[config.mk]
export PLATFORM = sky130hd
export DESIGN_NAME = silife_grid_reader
export DESIGN_NICKNAME = d
export VERILOG_FILES = /design/src/rtl/silife_grid_reader.sv
export SDC_FILE = /design/constraint.sdc
export NUM_CORES = 1
export LEC_CHECK = 0
export ABC_AREA = 1
export CAP_MARGIN = 15
export CORE_UTILIZATION = 48
export CTS_BUF_LIST = sky130_fd_sc_hd__clkbuf_8
export CTS_CLUSTER_SIZE = 10
export DETAILED_ROUTE_END_ITERATION = 7
export PLACE_DENSITY_LB_ADDON = 0.25
export SYNTH_ARGS = -nofsm -noshare
export SYNTH_HDL_FRONTEND = slang
export SYNTH_SLANG_ARGS = --single-unit
[constraint.sdc]
create_clock -name clk -period 1.3 [get_ports clk]
set_input_delay 0.26 -clock clk [delete_from_list [all_inputs] [get_ports clk]]
set_output_delay 0.26 -clock clk [all_outputs]
set_load 0.005 [all_outputs]
[src/rtl/silife_grid_reader.sv]
// -----------------------------------------------------------------------------
// silife_grid_reader
//
// Snapshot readout engine for the SiLife cell array. On an accepted start the
// `out` bit of every cell is frozen in a single clock edge. The frozen image is
// then streamed row by row as bytes over a valid/ready interface while the live
// grid keeps evolving.
//
// Each row occupies ceil(WIDTH/8) bytes. Bit i of a byte is column
// (chunk*8 + i) of its row. Columns past WIDTH in the last chunk of a row read
// as zero.
//
// Ports:
//   clk        rising-edge clock
//   reset      asynchronous, active-low reset; clears all state
//   start      snapshot request, honoured only while idle
//   cells      live cell states, bit index = row*WIDTH + col
//   busy       high while a frame is being streamed
//   out_valid  out_data holds a byte
//   out_ready  sink accepts the byte this cycle
//   out_data   eight packed cell bits
//   out_last   marks the final byte of a frame
// -----------------------------------------------------------------------------
module silife_grid_reader #(
    parameter int WIDTH  = 8,
    parameter int HEIGHT = 8
) (
    input  logic                      clk,
    input  logic                      reset,
    input  logic                      start,
    input  logic [WIDTH*HEIGHT-1:0]   cells,
    output logic                      busy,
    output logic                      out_valid,
    input  logic                      out_ready,
    output logic [7:0]                out_data,
    output logic                      out_last
);

    localparam int BPR    = (WIDTH + 7) / 8;
    localparam int NBYTES = HEIGHT * BPR;
    localparam int KW     = (NBYTES > 1) ? $clog2(NBYTES) : 1;
    localparam logic [KW-1:0] LAST_K = KW'(NBYTES - 1);

    typedef enum logic {
        IDLE = 1'b0,
        SEND = 1'b1
    } state_t;

    state_t          state_reg;
    logic [KW-1:0]   k_reg;
    logic [7:0]      snapshot_reg [NBYTES];
    logic            armed_reg;
    logic            busy_reg;
    logic            out_valid_reg;
    logic            out_last_reg;

    // Live cells re-laid out so that every row starts on a byte boundary.
    // Padding columns are tied to zero, so the stored snapshot is already in
    // the exact byte order that is streamed.
    logic [NBYTES*8-1:0] cells_padded;

    genvar gi, gj;
    generate
        for (gi = 0; gi < HEIGHT; gi++) begin : g_row
            for (gj = 0; gj < BPR * 8; gj++) begin : g_col
                if (gj < WIDTH) begin : g_live
                    assign cells_padded[gi*BPR*8 + gj] = cells[gi*WIDTH + gj];
                end else begin : g_pad
                    assign cells_padded[gi*BPR*8 + gj] = 1'b0;
                end
            end
        end
    endgenerate

    always_ff @(posedge clk or negedge reset) begin
        if (!reset) begin
            state_reg     <= IDLE;
            k_reg         <= '0;
            armed_reg     <= 1'b0;
            busy_reg      <= 1'b0;
            out_valid_reg <= 1'b0;
            out_last_reg  <= 1'b0;
            for (int j = 0; j < NBYTES; j++) begin
                snapshot_reg[j] <= 8'h00;
            end
        end else begin
            // armed_reg keeps a start that coincides with the first edge after
            // reset release from being honoured.
            armed_reg <= 1'b1;
            case (state_reg)
                IDLE: begin
                    if (start && armed_reg) begin
                        for (int j = 0; j < NBYTES; j++) begin
                            snapshot_reg[j] <= cells_padded[j*8 +: 8];
                        end
                        k_reg         <= '0;
                        state_reg     <= SEND;
                        busy_reg      <= 1'b1;
                        out_valid_reg <= 1'b1;
                        out_last_reg  <= (NBYTES == 1);
                    end
                end
                SEND: begin
                    // start is deliberately not looked at here: it is neither
                    // honoured nor remembered while a frame is in flight.
                    if (out_ready) begin
                        if (k_reg == LAST_K) begin
                            state_reg     <= IDLE;
                            busy_reg      <= 1'b0;
                            out_valid_reg <= 1'b0;
                            out_last_reg  <= 1'b0;
                        end else begin
                            k_reg        <= k_reg + KW'(1);
                            out_last_reg <= ((k_reg + KW'(1)) == LAST_K);
                        end
                    end
                end
                default: begin
                    state_reg     <= IDLE;
                    busy_reg      <= 1'b0;
                    out_valid_reg <= 1'b0;
                    out_last_reg  <= 1'b0;
                end
            endcase
        end
    end

    assign busy      = busy_reg;
    assign out_valid = out_valid_reg;
    assign out_last  = out_last_reg;
    // Decoded only from registers; forced to zero whenever no byte is offered,
    // which also makes it drop to zero the moment reset is asserted.
    assign out_data  = out_valid_reg ? snapshot_reg[k_reg] : 8'h00;

endmodule

# Word-level counts from Yosys, hierarchy flattened

Index checks and enable logic that the tools add are counted.

Logic and storage cells: 48
Output and inout port bits: 11
Register bits after elaboration: 71
Input port bits: 68

Bitwise operators: 2
Reduce and logical (&&, ||, !) cells: 5
$add $sub $neg: 1
Equal/unequal tests: 6
Multiplexer cells: 20
$lt $le $gt $ge: 1

Operator list:

| cell                | count |
|---|---|
| $bmux 8 s3          | 1 |
| $mux 8              | 3 |
| $mux 1              | 9 |
| $mux 3              | 3 |
| $eq 3x3->1 const B  | 2 |
| $ne 2x2->1 const B  | 3 |
| $pmux 1 s2          | 3 |
| $pmux 3 s2          | 1 |
| $reduce_and 3->1    | 2 |
| $ge 4x4->1 const B  | 1 |
| $not 3->4           | 1 |
| $reduce_and 2->1    | 2 |
| $add 3x1->3 const B | 1 |
| $ne 2x1->1 const B  | 1 |
| $logic_and 1x1->1   | 1 |
| $not 1->1           | 1 |

# Logic depth before layout (Yosys ltp)

Gate-level depths: netlist (run 1).

Depth in word-level cells: 5
Gate-level depth with buffers: 8
Mapped depth without buffers: 7

# Worst setup path after synthesis (run 1)

No wires, ideal clock.

Kind: register to output
From: register k_reg[1]
To: output port out_data[4]
Cell stages (with the launch flop): 8
Slack: -0.012 ns
Path buffers: 2
Arrival: 1.052 ns
Cell sequence: dfrtp_1 buf_2 inv_2 buf_6 nand3_1 nand3_1 nand2_1 nor2_1

Longest elaborated chain between the ends: 5

Ends and longest elaborated chain:

| item                                      | line | RTL |
|---|---|---|
| start: declaration                        | 50   | `logic [KW-1:0] k_reg;` |
| start signal: assignment                  | 113  | `k_reg <= k_reg + KW'(1);` |
| $not 3->4 (not written as such)           | 133  | `assign out_data = out_valid_reg ? snapshot_reg[k_reg] : 8'h00;` |
| $bmux 8 s3                                | 133  |  |
| $mux 8 (not written as such) (2 in a row) | 133  |  |
| $mux 8                                    | 133  |  |
| end: declaration                          | 35   | `output logic [7:0] out_data,` |

Every way passes these cells. The select of a mux whose other input is x is not followed.

# Worst setup path after layout (run 1)

From: register k_reg[0]
To: output port out_data[4]

Same word-level chain as after synthesis.

==> results of run 1 <==
-- power groups by stage --
stage	logic [mW]	clock network, mW	registers, mW
finish	8.32	1.92	3.73
detailed placement	6.78	0	3.70
global route	9.00	2.03	3.80
floorplan	3.70	0	3.50
global placement	6.64	0	3.64
CTS	7.57	1.94	3.66
-- cells by family after synthesis --
logic type	synth area share, %
buffers and inverters	13.7
other	0.0990
AO/OA/AOI/OAI	15.8
adder cells (fa/ha/maj)	0.992
AND/OR/NAND/NOR	22.5
flip-flops	46.9
-- per-stage QoR --
step,hold WS (ns),instances,setup WS [ns],utilization (%)
2_1_floorplan,-0.0356,453,0.00494,-
3_3_place_gp,0.321,689,-0.544,67.0
3_5_place_dp,0.321,689,-0.570,67.0
4_1_cts,0.441,717,-0.627,73.1
5_1_grt,0.458,720,-0.753,75.9
6_report,0.450,720,-0.676,75.9
-- timing repair --
item,in CTS,in global routing
resized for setup,84,44
buffers inserted,7,3
pin swaps,12,12
setup endpoints to repair,17,26
hold buffers,1,0
cloned,4,2
endpoints found under the hold margin,71,0
-- critical path, stage by stage (launching register included) --
cell and delay (ns):
dfrtp_2 0.46, inv_4 0.12, buf_6 0.14, buf_16 0.12
nand2_1 0.06, nand3_1 0.09, nand2_1 0.07, nor2_1 0.13
nor2_2 0.05, buf_2 0.12
-- how the worst max path moves through the flow --
stage / start / end / cells after the start
global placement: k_reg[0]$_DFFE_PN0P_ / out_data[4] / 8
floorplan: k_reg[0]$_DFFE_PN0P_ / out_last$_DFFE_PN0P_ / 7
CTS: k_reg[0]$_DFFE_PN0P_ / out_data[3] / 9
detailed placement: k_reg[0]$_DFFE_PN0P_ / out_data[4] / 8
finish: k_reg[0]$_DFFE_PN0P_ / out_data[4] / 9
global route: k_reg[0]$_DFFE_PN0P_ / out_data[4] / 9
-- synth_stat cells (2+ instances only) --
library cell  number
nor2_1            16
o21ai_0            3
o21ai_2           64
buf_4              3
inv_1             67
buf_2              6
nand3_1           44
dfrtp_1           71
ha_1               3
inv_2              4
clkbuf_1           2
buf_6             17
nand2_1          148
-- per-layer routing --
layer  vias to the layer above  wire length, um
li1                       1711                -
met5                         -                0
met3                        42              653
met1                      1729             4730
met2                       155             5600
met4                         0              465
-- area by class of cell --
class	count	share of cell area, %
Sequential cell	71	30.6
Multi-Input combinational cell	283	29.6
Timing Repair Buffer	177	29.1
Inverter	71	4.83
Clock buffer	12	2.83
Tap cell	102	2.19
Clock inverter	4	0.901
==> impl_metrics.yaml, run 1 <==
global_routing:
  global_route.usage.met2_pct: 44.6
  grt_pass1_wl_mm: 17.2
  grt_usage_pct: 26.8
  grt_overflow_total: 0
  antenna_found_initial: 0
  use_met3_pct: 6.82
  met1_usage_pct: 33.9
  grt_pass1_vias: 3686
  grt_busiest_layer: "met2"
  grt_max_degree: 72
cts:
  clkLatencyLatePin_ns: 0.36
  cts_max_level: 3
  clockRootBuffer: "clkbuf_8"
  clk_pin_slew_worst_paths_ns: 0.08
  clock-sinks: 71
  cts_tree: "done"
  numCtsBuffers: 9
  cts_buffer_depth: 2
cells_and_area:
  multi_input_area_mm2: 0.00172
  fin_nets: 684
  drive_gt1_share_pct: 40.1
  seq_area_mm2: 0.00178
  final_common_cell: "nand2_1"
  largest_register_ffs: 64
  final_design_area_no_fill_mm2: 0.00583
  mostFrequentLayoutCells: "nand2_1, buf_4, o21ai_2"
  diodes: 0
  n_fill_cell: 516
  areaGrowthSynthToFinish_pct: 54.1
logic_synthesis:
  ys.flop_type: "dfrtp_1"
  syn_area_mm2: 0.00379
  syn_inst: 453
  synth_top_area_share_pct: 46.9
  synth_cell_type_count: 18
  ys_top_cells_by_area: "dfrtp_1, o21ai_2, nand2_1"
  yosysSeqAreaShare_pct: 46.9
  synth-edff-count: 0
  synthArstFlopShare_pct: 100
  ys_warn_count: 0
  syn_nets: 524
  synth-seq-cells: 71
  syn_area_per_cell_um2: 8.36
  yosysTopAreaCell: "dfrtp_1"
worst_setup_path:
  start_kind: "flip-flop"
  worst_ep_arrival_time_ns: 1.72
  rr_endpoint: "k_reg[1]$_DFFE_PN0P_"
  cp.required_ns: 1.04
  path_class: "reg -> out"
  reg2reg_from: "k_reg[0]$_DFFE_PN0P_"
  path_max_fanout: 5
  worstSetupEndpointType: "primary output"
  r2r_setup_slack_ns: -0.32
  reg2reg_depth: 8
floorplanning:
  fp.dieH_um: 90.8
  start_util_pct: 49.3
  die_w_um: 90.8
  fp-row-count: 32
  core-area_mm2: 0.00769
  ios: 79
  dieArea_mm2: 0.00825
drt:
  drt_iter0_markers: 225
  drc: 0
  routed_wl_mm: 11.5
  via_per_inst: 5.05
  firstDrtPassIters: 5
  wl_per_cell_um: 15.9
  vias: 3637
  antenna_left: 0
place:
  place_area_mm2: 0.00515
  gp_congestion: 0.884
  io_buffers: 78
  hpwl_mm: 6.70
pwr:
  p_comb_share_pct: 59.5
  internal_power_mw: 8.51
  p_seq_share_pct: 26.7
  leakage_nw: 2.82
  vdd_drop_max_mv: 1.70
  sw_frac_of_total_pct: 39.1
  switchingPower_mw: 5.47
  power_mw: 14.0
  pwr-share-clk_pct: 13.7
  powerDensity_mw_per_mm2: 2400
sta:
  rsz0062_at_grt: "yes"
  finalSetupTns_ns: -8.46
  drv_slew: 0
  fin_ws_ns: -0.676
  finalHoldViolations: 0
  post-route-period-util_pct: 152
  fmax_mhz: 506
  setup_viol_count_final: 47
  min_period_ns: 1.98
  fin_skew_ns: 0.00840
run_status:
  violations: "negative setup slack"
  status: "finished, violations left"
worst_hold_path:
  hold_path.class: "in -> async"
flow_run:
  maxCapViolations: 0
Power figures use the tool's default switching activity.
==> run 2: changes to the inputs <==
--- a/config.mk
+++ b/config.mk
@@ -5,9 +5,8 @@
 export SDC_FILE = /design/constraint.sdc
 export NUM_CORES = 1
 export LEC_CHECK = 0
-export ABC_AREA = 1
-export CAP_MARGIN = 15
-export CORE_UTILIZATION = 48
+export CAP_MARGIN = 20
+export CORE_UTILIZATION = 46
 export CTS_BUF_LIST = sky130_fd_sc_hd__clkbuf_8
 export CTS_CLUSTER_SIZE = 10
 export DETAILED_ROUTE_END_ITERATION = 7
==> run 2 against run 1 <==
Net effect: the run still ends with negative setup slack left; sequential cell count unchanged; setup slack worse by 0.061 ns; register-to-register slack worse by 0.09 ns; worst hold slack got worse by 0.080 ns; clock power shrank 4%; routed wire length decreased by 32%; die area shrank 11%; final cell count decreased by 40%; clock skew grew 0.0013 ns; combinational power decreased by 42%; global-route usage is 6.1 points lower; area after synthesis shrank 15%; critical endpoint is now out_data[1].
==> impl_metrics.yaml, run 2 <==
cts:
  numCtsBuffers: 9
  clk_pin_slew_worst_paths_ns: 0.08
  cts_tree: "done"
  cts_max_level: 3
  clock-sinks: 71
  cts_buffer_depth: 2
  clkLatencyLatePin_ns: 0.34
  clockRootBuffer: "clkbuf_8"
floorplanning:
  start_util_pct: 47.6
  dieArea_mm2: 0.00737
  fp-row-count: 30
  fp.dieH_um: 85.8
  ios: 79
  die_w_um: 85.8
  core-area_mm2: 0.00679
cells_and_area:
  diodes: 0
  largest_register_ffs: 64
  fin_nets: 402
  utilization_pct: 70.4
  final_design_area_no_fill_mm2: 0.00479
  drive_gt1_share_pct: 48.2
  areaGrowthSynthToFinish_pct: 48.1
  n_fill_cell: 473
  mostFrequentLayoutCells: "dfrtp_1, clkdlybuf4s50_1, mux2_2"
  final_common_cell: "dfrtp_1"
sta:
  min_period_ns: 2.04
  rsz0062_at_grt: "yes"
  fmax_mhz: 491
  fin_ws_ns: -0.737
  setup_viol_count_final: 78
  fin_hold_ws_ns: 0.370
  finalHoldViolations: 0
  post-route-period-util_pct: 157
  fin_skew_ns: 0.00973
  drv_slew: 0
drt:
  via_per_inst: 5.17
  drt_iter0_markers: 109
  wl_per_cell_um: 18.0
  firstDrtPassIters: 6
  vias: 2233
  routed_wl_mm: 7.80
  antenna_left: 0
  drc: 0
logic_synthesis:
  ys_warn_count: 0
  synthArstFlopShare_pct: 100
  synth-seq-cells: 71
  syn_inst: 212
  synth_cell_type_count: 20
  syn_area_per_cell_um2: 15.2
  synth-edff-count: 0
  syn_area_mm2: 0.00323
  syn_nets: 283
  yosysMostFrequentCell: "dfrtp_1"
  ys.flop_type: "dfrtp_1"
  ys_top_cells_by_area: "dfrtp_1, mux2_2, mux4_1"
  synth_common_cells: "dfrtp_1, mux2_2, nand2_1, mux4_1"
  yosysTopAreaCell: "dfrtp_1"
  synth_top_area_share_pct: 55.0
  yosysSeqAreaShare_pct: 55.0
worst_setup_path:
  crit_buf_inv: 3
  path_cells: "buf_12 -> buf_6 -> mux4_2 -> nand2_2 -> a21oi_2 -> buf_2"
  cp.required_ns: 1.04
  path_max_fanout: 6
  max_stage_delay_ns: 0.51
  slowest_stage: "mux4_2"
  path_class: "reg -> out"
  start_kind: "flip-flop"
  worstSetupEndpointType: "primary output"
  critPathTopFamily: "multiplexers"
  worst_ep_arrival_time_ns: 1.78
run_status:
  violations: "negative setup slack"
  status: "finished, violations left"
place:
  place_area_mm2: 0.00421
  gp_congestion: 0.721
  io_buffers: 78
  post-place-ws_ns: -0.701
  hpwl_mm: 4.49
global_routing:
  grt_overflow_total: 0
  grt_usage_pct: 20.8
  antenna_found_initial: 0
  grt_pass1_wl_mm: 11.4
  grt_pass1_vias: 2186
  grt_max_degree: 27
flow_run:
  maxCapViolations: 0
pwr:
  vdd_drop_max_mv: 1.12
  power_mw: 10.6
  powerDensity_mw_per_mm2: 2220
  leakage_nw: 2.09
worst_hold_path:
  hold_path.class: "in -> async"
run 2: final timing paths:
path / slack, ns / cells after the start / from / endpoint
max: -0.74 / 6 / k_reg[1]$_DFFE_PN0P_ / out_data[1]
min: 0.37 / 2 / reset / snapshot_reg[53]$_DFFE_PN0P_
max reg2reg: -0.41 / 8 / k_reg[1]$_DFFE_PN0P_ / out_last$_DFFE_PN0P_
min reg2reg: 0.51 / 1 / snapshot_reg[8]$_DFFE_PN0P_ / snapshot_reg[8]$_DFFE_PN0P_
max in group asynchronous: 0.45 / 3 / reset / k_reg[1]$_DFFE_PN0P_
min in group clk: 0.51 / 1 / snapshot_reg[8]$_DFFE_PN0P_ / snapshot_reg[8]$_DFFE_PN0P_
run 2: layout make-up:
type | count | area (um2) | share of cell area (%)
timing repair buffer | 121 | 1270 | 26.5
clock inverter | 7 | 81.3 | 1.70
clock buffer | 9 | 124 | 2.59
inverter | 4 | 15.0 | 0.314
tap | 96 | 120 | 2.51
multi-input combinational | 124 | 1400 | 29.2
sequential | 71 | 1780 | 37.2
run 2: cells by family after synthesis:
kind of cell	share of synthesized area, %
mux	34.5
flops	55.0
simple gates	3.60
buf+inv	3.56
compound gates	2.09
fa+ha+maj	1.16
other cells	0.116
run 2: metrics by stage:
stage	setup TNS [ns]	instances
3_5_place_dp	-25.90	390
4_1_cts	-11.08	420
6_report	-13.11	432
2_1_floorplan	-1.58	212
3_3_place_gp	-26.15	390
5_1_grt	-15.90	432
run 2: worst reg2reg max path: stages, from the launching register on:
cell and delay (ns):
dfrtp_2 0.45, buf_6 0.14, buf_6 0.12, buf_6 0.12
ha_4 0.16, ha_4 0.15, nand3b_1 0.16, buf_6 0.16
o31ai_2 0.19
run 2: what timing repair did:
item	CTS	global route
buffers inserted	13	9
pin swaps	11	11
hold endpoints to repair	23	0
hold buffers	1	0
gates cloned	1	5
resized for setup	67	27
endpoints found under the setup margin	29	79
run 2: routing by layer:
metal	track usage [%]	share of wire (%)	wire (um)	vias up
met4	5.45	0.71	55	0
li1	-	-	-	1009
met2	33.5	50	3900	73
met1	28.1	45	3500	1144
met5	0	0	0	-
met3	5.58	4.4	346	7
run 2: power breakdown:
| part | switching (mW) | leakage, nW | internal, mW |
|---|---|---|---|
| Clock | 0.793 | 0.117 | 1.05 |
| Sequential | 0.648 | 0.849 | 3.31 |
| Combinational | 1.80 | 1.13 | 3.04 |
| Total | 3.24 | 2.09 | 7.40 |
==> run 3: changes to the inputs <==
--- a/config.mk
+++ b/config.mk
@@ -5,12 +5,14 @@
 export SDC_FILE = /design/constraint.sdc
 export NUM_CORES = 1
 export LEC_CHECK = 0
+export ABC_AREA = 1
 export CAP_MARGIN = 20
-export CORE_UTILIZATION = 46
+export CORE_UTILIZATION = 50
 export CTS_BUF_LIST = sky130_fd_sc_hd__clkbuf_8
 export CTS_CLUSTER_SIZE = 10
 export DETAILED_ROUTE_END_ITERATION = 7
-export PLACE_DENSITY_LB_ADDON = 0.25
+export DONT_BUFFER_PORTS = 1
+export PLACE_DENSITY = 0.68
 export SYNTH_ARGS = -nofsm -noshare
 export SYNTH_HDL_FRONTEND = slang
 export SYNTH_SLANG_ARGS = --single-unit
==> run 3 against run 2 <==
Net effect: the run ends with negative hold slack, negative setup slack left; final cell count grew 31%; maximum frequency is 17% higher; clock power rose by 26%; via count rose by 29%; power increased by 5.8%; first-iteration DRC count increased by 61%; sequential cell count unchanged; critical path type unchanged; critical endpoint is now out_data[5]; highest routed layer unchanged.
==> impl_metrics.yaml, run 3 (synthesis gave the netlist of run 1 again) <==
place:
  hpwl_mm: 5.99
  io_buffers: 0
  gp_congestion: 0.823
  dpl.cell_count: 547
worst_setup_path:
  reg2reg_depth: 6
  cp-startpoint: "k_reg[0]$_DFFE_PN0P_"
  worstSetupEndpointType: "primary output"
  start_kind: "flip-flop"
  cp.required_ns: 1.04
  reg2reg_from: "k_reg[0]$_DFFE_PN0P_"
  setup.worst_path.end: "out_data[5]"
  path_class: "reg -> out"
  rr_endpoint: "k_reg[1]$_DFFE_PN0P_"
  worst_ep_arrival_time_ns: 1.48
  path_max_fanout: 16
  r2r_setup_slack_ns: -0.12
sta:
  finalSetupTns_ns: -3.62
  fmax_mhz: 574
  post-route-period-util_pct: 134
  setup_viol_count_final: 13
  fin_skew_ns: 0.00785
  fin_ws_ns: -0.442
  min_period_ns: 1.74
  fin_hold_ws_ns: -0.418
  finalHoldViolations: 71
  rsz0062_at_grt: "yes"
  drv_slew: 0
global_routing:
  grt_max_degree: 72
  antenna_found_initial: 0
  grt_overflow_total: 0
  grt_pass1_wl_mm: 13.7
  grt_pass1_vias: 2814
  grt_usage_pct: 23.8
cells_and_area:
  drive_gt1_share_pct: 30.4
  final_common_cell: "nand2_1"
  largest_register_ffs: 64
  utilization_pct: 59.8
  final_cells: 566
  areaGrowthSynthToFinish_pct: 15.1
  diodes: 0
  fin_nets: 533
  mostFrequentLayoutCells: "nand2_1, dfrtp_1, inv_1"
run_status:
  violations: "negative hold slack, negative setup slack"
  status: "finished, violations left"
pwr:
  p_comb_share_pct: 47.1
  p_seq_share_pct: 32.3
  powerDensity_mw_per_mm2: 2580
  leakage_nw: 2.13
  vdd_drop_max_mv: 0.964
  sw_frac_of_total_pct: 39.1
  internal_power_mw: 6.87
  switchingPower_mw: 4.40
  pwr-share-clk_pct: 20.7
cts:
  cts_buffer_depth: 2
  clock-sinks: 71
  numCtsBuffers: 9
  cts_tree: "done"
  clockRootBuffer: "clkbuf_8"
  clk_pin_slew_worst_paths_ns: 0.08
  clkLatencyLatePin_ns: 0.36
  cts_max_level: 3
drt:
  drc: 0
  wl_per_cell_um: 15.6
  firstDrtPassIters: 5
  drt_iter0_markers: 175
  antenna_left: 0
  via_per_inst: 5.09
  routed_wl_mm: 8.81
  vias: 2881
flow_run:
  maxCapViolations: 0
floorplanning:
  dieArea_mm2: 0.00792
  fp.dieH_um: 89.0
  ios: 79
  start_util_pct: 51.9
  die_w_um: 89.0
  fp-row-count: 31
  core-area_mm2: 0.00729
worst_hold_path:
  hold_path.class: "in -> async"
[run 3: cell count changes in the layout (fill, tap and decap cells not counted), moves of 11 or more]
cell             change
nand2_1            +128
buf_6               -11
nor2_2              +13
nand3_1             +34
o21ai_2             +63
mux4_2              -14
mux2_2              -64
clkdlybuf4s50_1     -66
inv_1               +63
[run 3: worst min path at each step]
stage                      from                     endpoint  slack (ns)
after floorplan           reset          armed_reg$_DFF_PN0_       -0.04
after global placement    reset  snapshot_reg[0]$_DFFE_PN0P_       -0.03
after detailed placement  reset  snapshot_reg[3]$_DFFE_PN0P_       -0.03
after CTS                 reset  snapshot_reg[3]$_DFFE_PN0P_       -0.42
after global routing      reset  snapshot_reg[3]$_DFFE_PN0P_       -0.42
final                     reset  snapshot_reg[0]$_DFFE_PN0P_       -0.42
[run 3: metrics by stage]
step / power, mW / setup slack [ns] / hold slack [ns] / cell area [um2]
after floorplan: 7.21 / 0.00494 / -0.0356 / 3790
after global placement: 8.21 / -0.105 / -0.0337 / 3900
after detailed placement: 8.36 / -0.147 / -0.0337 / 3900
after CTS: 11.0 / -0.416 / -0.421 / 4250
after global routing: 12.1 / -0.493 / -0.424 / 4360
final: 11.3 / -0.442 / -0.418 / 4360
[run 3: power by group through the flow]
stage | logic, mW | clock network, mW | registers (mW)
2_1_floorplan | 3.70 | 0 | 3.50
3_3_place_gp | 4.60 | 0 | 3.61
3_5_place_dp | 4.70 | 0 | 3.66
4_1_cts | 5.08 | 2.34 | 3.62
5_1_grt | 5.94 | 2.47 | 3.74
6_report | 5.31 | 2.33 | 3.63
[run 3: worst max-delay path: stages, from the launching register on]
cell,delay [ns]
dfrtp_2,0.47
buf_6,0.18
nand2_1,0.09
nand3_2,0.09
nand3_1,0.07
nand2_1,0.07
nor2_2,0.16
[run 3: area by class of cell]
cell class,instances,area (um2)
Sequential cell,71,1780
Tap cell,99,124
Fill cell,679,2930
Timing Repair Buffer,26,320
Clock buffer,9,124
Multi-Input combinational cell,283,1590
Inverter,71,282
Clock inverter,7,136
[run 3: per-layer routing]
metal,track usage [%],share of wire (%)
met1,30.4,42
met2,39.2,49
met3,5.08,6.0
met4,10.5,2.4
met5,0,0
[run 3: timing repair]
| action | 4_1_cts | 5_1_grt |
|---|---|---|
| endpoints found under the hold margin | 71 | 71 |
| cloned | 0 | 2 |
| gates resized for setup | 30 | 16 |
| endpoints found under the setup margin | 15 | 35 |
| pin swaps | 7 | 5 |
| setup buffers | 1 | 0 |
==> RTL change: new RTL, config.mk and constraints of run 2 <==
`WIDTH`: 8 -> 16. Comments in the files are not updated.
--- a/src/rtl/silife_grid_reader.sv
+++ b/src/rtl/silife_grid_reader.sv
@@ -22,7 +22,7 @@
 //   out_last   marks the final byte of a frame
 // -----------------------------------------------------------------------------
 module silife_grid_reader #(
-    parameter int WIDTH  = 8,
+    parameter int WIDTH  = 16,
     parameter int HEIGHT = 8
 ) (
     input  logic                      clk,
Ports: changed (resized cells); port bits go from 79 to 143. The function was not compared with the original's and may differ.
==> RTL change against run 2 <==
The run still ends with negative setup slack left; routed wire length is 130% higher; combinational power is 100% higher; largest power group unchanged; critical endpoint is now out_data[5]; sequential cell count is 65 higher; power is 96% higher; setup slack worse by 300 ps; area after synthesis is 97% higher; cell area is 90% higher.
==> RTL change: results (changes against run 2) <==
metric,value,unit,change
outcome,finished with violations,,
violations,negative setup slack,,
skew,5.94,ps,-3.79 ps
fillCellCount,1095,,+130%
synth_top_cell_area_share,53.5,%,-1.5 points
yosys.area_share.xor_xnor,0.275,%,+0.28 points
preCtsSetupSlack,-967,ps,-266 ps
fin_ws,-1040,ps,-299 ps
multi_input_area_share,32.3,%,+3.0 points
grt_usage,25.2,%,+4.5 points
buf_share,23.0,%,-3.5 points
final_nets,1026,,+160%
finalCritPeriodShare,180,%,+23 points
yosys-top-cells-area,"dfrtp_1, nand2_1, mux2i_1",,
dr_wl_met3,1070,µm,+210%
h-tree-depth,4,,+1
drive_above_1_share,18.0,%,-30 points
p_leak,4.49,nW,+110%
power,20.8,mW,+96%
critPathSlowestCell,dfrtp_4,,
clock_buffers,20,,+11
largest_reg_flops,128,,+100%
wl_met2,8870,µm,+130%
routabilityCongestion,0.903,,+25%
area_growth,43.0,%,
grt_first_pass_wirelength,27300,µm,+140%
avgSynthCellArea,8.92,µm²,-41%
setup_viol_count_final,17,,-78%
-- RTL change: cell types whose count changed after synthesis, sizes merged, moves of 5 or more --
| cell | before | now |
|---|---|---|
| dfrtp | 71 | 136 |
| o21ai | 4 | 9 |
| nand2 | 20 | 398 |
| nand3 | 4 | 10 |
| clkbuf | 1 | 7 |
| mux4 | 16 | 8 |
| a22oi | 0 | 24 |
| o22ai | 0 | 6 |
| mux2 | 64 | 0 |
| a21oi | 8 | 2 |
| buf | 12 | 37 |
| mux2i | 0 | 52 |
-- RTL change: worst paths after layout --
kind                                                end  slack [ps]  cells past startpoint
max                                         out_data[5]       -1040                      6
min                        snapshot_reg[19]$_DFFE_PN0P_         290                      2
max reg2reg                        k_reg[1]$_DFFE_PN0P_        -340                      7
min reg2reg                snapshot_reg[84]$_DFFE_PN0P_         480                      2
max in group asynchronous          k_reg[0]$_DFFE_PN0P_         490                      3
min in group clk           snapshot_reg[79]$_DFFE_PN0P_         340                      3
